$ cat config.mk
export PLATFORM = sky130hd
export DESIGN_NAME = dual_grant_sequencer
export DESIGN_NICKNAME = d
export VERILOG_FILES = /design/src/rtl/dual_grant_sequencer_pkg.sv /design/src/rtl/dual_grant_sequencer_index_decoder.sv /design/src/rtl/dual_grant_sequencer.sv
export SDC_FILE = /design/constraint.sdc
export NUM_CORES = 1
export LEC_CHECK = 0
export CAP_MARGIN = 20
export CORE_AREA = 2 2 84 86
export DETAILED_ROUTE_END_ITERATION = 10
export DIE_AREA = 0 0 86 88
export PLACE_DENSITY = 0.66
export REMOVE_ABC_BUFFERS = 1
export SYNTH_ARGS = -nofsm -noshare
export SYNTH_HDL_FRONTEND = slang
export SYNTH_HIERARCHICAL = 1
export SYNTH_SLANG_ARGS = --single-unit
$ cat constraint.sdc
create_clock -name clk -period 2.6 [get_ports clk]
set_input_delay 0.39 -clock clk [delete_from_list [all_inputs] [get_ports clk]]
set_output_delay 0.39 -clock clk [all_outputs]
set_load 0.02 [all_outputs]
$ cat src/rtl/dual_grant_sequencer_pkg.sv
// Shared types and helpers for the dual-grant sequencer: state encoding,
// request-line count default, index code width and the code legality check.
package dual_grant_pkg;

  localparam int N_REQ_DEF = 12;
  localparam int CODE_W    = 4;

  typedef enum logic [1:0] {
    IDLE,
    G_FIRST,
    G_SECOND,
    FIN
  } state_t;

  // Zero is a legal "no request" code; anything past the last line is not.
  function automatic logic code_legal(input logic [CODE_W-1:0] code, input int nreq);
    return int'(code) <= nreq;
  endfunction

endpackage

$ cat src/rtl/dual_grant_sequencer_index_decoder.sv
// Combinational index-code to one-hot decoder: code k selects line k-1,
// zero and out-of-range codes give an all-zero vector.
module index_decoder
  import dual_grant_pkg::*;
#(
  parameter int N_REQ = N_REQ_DEF
) (
  input  logic [CODE_W-1:0] code,
  output logic [N_REQ-1:0]  onehot
);

  always_comb begin
    onehot = '0;
    for (int i = 0; i < N_REQ; i++) begin
      onehot[i] = (int'(code) == i + 1);
    end
  end

endmodule

$ cat src/rtl/dual_grant_sequencer.sv
// Receive side of the dual-priority-encoder link: accepts a (first, second)
// index pair and replays it as back-to-back one-hot grants of fixed length.
module dual_grant_sequencer
  import dual_grant_pkg::*;
#(
  parameter int N_REQ       = N_REQ_DEF,
  parameter int HOLD_CYCLES = 4
) (
  input  logic              clk,
  input  logic              rst,
  input  logic              in_valid,
  output logic              in_ready,
  input  logic [CODE_W-1:0] first,
  input  logic [CODE_W-1:0] second,
  output logic [N_REQ-1:0]  grant,
  output logic [N_REQ-1:0]  mask,
  output logic              busy,
  output logic              done,
  output logic              code_err
);

  localparam logic [7:0] HOLD_LOAD = 8'(HOLD_CYCLES - 1);

  state_t            state;
  logic [CODE_W-1:0] first_q;
  logic [CODE_W-1:0] second_q;
  logic [7:0]        cnt;

  logic              first_ok;
  logic              second_ok;
  logic [CODE_W-1:0] first_s;
  logic [CODE_W-1:0] second_s;
  logic [CODE_W-1:0] first_dec_in;
  logic [CODE_W-1:0] second_dec_in;
  logic [N_REQ-1:0]  first_hot;
  logic [N_REQ-1:0]  second_hot;

  // Illegal codes collapse to "none" and a repeated second code is dropped.
  // While idle the decoders look at the incoming pair, otherwise at the
  // latched pair, so the same two decoders serve both mask and grants.
  always_comb begin
    first_ok      = code_legal(first, N_REQ);
    second_ok     = code_legal(second, N_REQ);
    first_s       = first_ok ? first : '0;
    second_s      = (second_ok && (second != first_s)) ? second : '0;
    first_dec_in  = (state == IDLE) ? first_s  : first_q;
    second_dec_in = (state == IDLE) ? second_s : second_q;
  end

  index_decoder #(.N_REQ(N_REQ)) u_dec_first (
    .code   (first_dec_in),
    .onehot (first_hot)
  );

  index_decoder #(.N_REQ(N_REQ)) u_dec_second (
    .code   (second_dec_in),
    .onehot (second_hot)
  );

  always_ff @(posedge clk or posedge rst) begin
    if (rst) begin
      state    <= IDLE;
      first_q  <= '0;
      second_q <= '0;
      cnt      <= '0;
      in_ready <= 1'b0;
      grant    <= '0;
      mask     <= '0;
      busy     <= 1'b0;
      done     <= 1'b0;
      code_err <= 1'b0;
    end else begin
      done     <= 1'b0;
      code_err <= 1'b0;
      case (state)
        IDLE: begin
          in_ready <= 1'b1;
          if (in_valid && in_ready) begin
            in_ready <= 1'b0;
            first_q  <= first_s;
            second_q <= second_s;
            cnt      <= HOLD_LOAD;
            mask     <= first_hot | second_hot;
            code_err <= !first_ok || !second_ok;
            if (first_s != '0) begin
              state <= G_FIRST;
              grant <= first_hot;
              busy  <= 1'b1;
            end else if (second_s != '0) begin
              state <= G_SECOND;
              grant <= second_hot;
              busy  <= 1'b1;
            end else begin
              state <= FIN;
              done  <= 1'b1;
            end
          end
        end
        G_FIRST: begin
          if (cnt == '0) begin
            if (second_q != '0) begin
              state <= G_SECOND;
              cnt   <= HOLD_LOAD;
              grant <= second_hot;
            end else begin
              state <= FIN;
              grant <= '0;
              busy  <= 1'b0;
              done  <= 1'b1;
            end
          end else begin
            cnt <= cnt - 8'd1;
          end
        end
        G_SECOND: begin
          if (cnt == '0) begin
            state <= FIN;
            grant <= '0;
            busy  <= 1'b0;
            done  <= 1'b1;
          end else begin
            cnt <= cnt - 8'd1;
          end
        end
        FIN: begin
          state    <= IDLE;
          in_ready <= 1'b1;
        end
        default: begin
          state <= IDLE;
        end
      endcase
    end
  end

endmodule

==> out/qor.txt <==
All-Layer GR Usage: 17.0%
Clock transition at path regs: 0.09 ns
Cells after Synth: 322
slack of the critical path: 0.0611 ns
largest stage delay on the critical path: 0.44 ns
routing usage on met1: 23.0%
Synth Area in Adders: 3.00%
gr ovfl total: 0
Root Buffer: clkbuf_8
Pre-antenna DRT Iters: 4
Die Span X: 86 um
antenna viol nets, final: 0
CP max FO: 12
FF+latch count, synth: 46
Top Ports: 39
Max Cap Viol: 0
core footprint: 6640 um^2
critical path's top delay family: compound AO/OA/AOI/OAI gates
fin crit period: 2.54 ns
GR Util met3: 2.83%
Max Buffers Root-to-Sink: 2
wire per inst: 13.4 um
Period Utilization, post-route: 97.6%
crit path DAT: 2.78 ns
initial antenna violation count: 0
total power: 4.56 mW
area grow syn2layout: 30.9%
chip height: 88 um
Clk Latency, worst-skew pair: 0.30 ns
worst slew pin tran: 0.577 ns
highest-delay cell along the critical path: clkdlybuf4s50_1
ys async rst share: 100%
Setup crit end kind: flop
Initial Util: 44.0%
CTS Hold Bufs: 0
htree depth: 2
Non-Filler Instances: 471
Ys Warns: 6
Most Crowded Layer GR: met2
pin count of the biggest net entering global routing: 40
Final nets: 408
share of the synthesized area in the top cell type: 39.4%
post-synthesis sequential area ratio: 39.4%
top post-synthesis cells by area: dfrtp_1, o21ai_0, nand2_1
CP Launch Type: primary input
VDD IR max: 691 uV
Slew headroom: 61.2%
CTS tree: built
Pleak: 1.73 nW
dominant cell type by area after synthesis: dfrtp_1
CP Class: primary input to flop
Min-Delay Path Class: primary input to async pin
ys flop type: dfrtp_1
outcome: complete, no violations
Fin Hold WS: 0.368 ns
Clock Skew: 0.00816 ns
Sink Count: 46
final hold violations: 0
CP Data Required Time: 2.84 ns
PwrDens: 1190 nW/um^2
Final Max Slew Viols: 0
Simple-Gate Fraction of Synth Area: 27.2%
DRT Wirelength: 6300 um
post-route cell area: 3830 um^2
cell mode on critical path: nand2_1
Post-DP Area: 3640 um^2
via count: 2,486
Final HPWL DP: 4620 um
Compound-Gate Fraction of Synth Area: 18.7%
mux share of post-synthesis cell area: 5.91%
RD Place Congestion: 0.851
Syn Area/Cell: 9.08 um^2
Rows: 30
f_max: 394 MHz
number of remaining DRC errors: 0
# placed instances: 463
RSZ-0062 raised after global routing: yes
Mapped Area: 2920 um^2
number of global-route vias before repair: 2,307
Synth cell types: 48
die area: 7570 um^2
CP Cell Sequence: clkdlybuf4s50_1 > buf_4 > o32a_1 > a32o_2 > nand2_1 > nor2_4 > a22o_4 > and4bb_2 > nand2_1 > o21ai_0 > mux2_4
First DRT Iteration DRCs: 113
Buf+Inv Stages, Crit Path: 2
largest family of logic cells by synthesized area: simple AND/OR/NAND/NOR gates
Num CTS Buffers: 5
Final Core Density: 57.6%
pre-CTS setup slack: -0.395 ns
XOR/XNOR Fraction of Synth Area: 0.599%
via-per-instance ratio: 5.28
Setup Viol. Count Final: 0
share of cells above drive strength 1: 23.8%
filler instances: 593
M2 GR Usage: 28.4%
Port Buffers: 38
antenna cells: 0
setup TNS: 0 ns
first-pass GRT wire length: 10,400 um
Post-synth EDFFs: 0
[per-layer routing]
layer	share of wire, %	wire length, um	vias up
met2	46	2910	34
met3	2.2	140	4
li1	-	-	1278
met5	0	0	-
met1	51	3220	1170
met4	0.33	21	0
[kinds of logic after synthesis]
| kind of cell | after synthesis |
|---|---|
| and+or+nand+nor | 135 |
| xor gates and xnor gates | 2 |
| muxes | 12 |
| DFF | 46 |
| adders and majority gates | 7 |
| AOI/OAI and AO/OA | 88 |
| buffers and inverters | 32 |
[layout by cell type (no fill, tap or decap), drive strengths merged, types with 6 or more instances in the layout]
| cell | count |
|---|---|
| buf | 45 |
| clkbuf | 6 |
| dfrtp | 46 |
| a21oi | 11 |
| mux2 | 12 |
| nand2 | 63 |
| nor4b | 9 |
| a22o | 10 |
| clkdlybuf4s50 | 34 |
| o21ai | 51 |
| and4bb | 12 |
| nor2 | 24 |
| ha | 7 |
| inv | 10 |
[Yosys cell counts (2+ instances only)]
library cell	count
o21ai_0	50
clkbuf_1	10
o211ai_1	2
dfrtp_1	46
a21oi_1	11
inv_1	10
a21o_1	2
mux2_2	2
nand2b_1	2
mux2_4	10
a22o_1	10
nor2_1	24
or3_1	2
nand3_1	3
nor2b_1	2
nor4b_2	8
and4bb_1	6
o31ai_1	2
ha_1	7
and4bb_2	6
and4b_1	4
buf_6	3
nand2_1	63
nor3_1	4
buf_2	9
or2_2	2
[power breakdown]
part           internal, mW  total (mW)  switching (mW)
logic                  1.37        2.96            1.59
registers             0.971        1.13           0.163
clock network         0.214       0.462           0.248
[layout make-up]
class / count / area, um^2 / area share [%]
Timing Repair Buffer: 83 / 737 / 19.2
Clock buffer: 6 / 82.6 / 2.16
Tap cell: 80 / 100 / 2.61
Inverter: 10 / 37.5 / 0.980
Sequential cell: 46 / 1150 / 30.1
Multi-Input combinational cell: 244 / 1710 / 44.6
Clock inverter: 2 / 12.5 / 0.327
[state kept, by name, indices dropped and copies added, names as in the netlist]
name and cells:
done 1, mask 12, second_q 4, cnt 8, busy 1, in_ready 1, grant 12, state 2
code_err 1, first_q 4
[what timing repair did]
action | CTS | global route
cloned | 0 | 0
buffers inserted | 0 | 0
endpoints found under the setup margin | 16 | 18
pin swaps | 0 | 1
gates resized for setup | 7 | 16
[final timing paths]
path | cells past startpoint | slack (ns) | from | to
worst min-delay path | 2 | 0.37 | rst | second_q[2]
worst min register to register | 2 | 0.49 | mask[4] | mask[4]
max in group asynchronous | 3 | 1.69 | rst | mask[3]
worst max register to register | 10 | 0.22 | state[0] | grant[5]
min in group clk | 2 | 0.49 | mask[4] | mask[4]
worst max-delay path | 11 | 0.06 | first[3] | grant[11]
No activity file was read; power rests on OpenSTA's default activity.
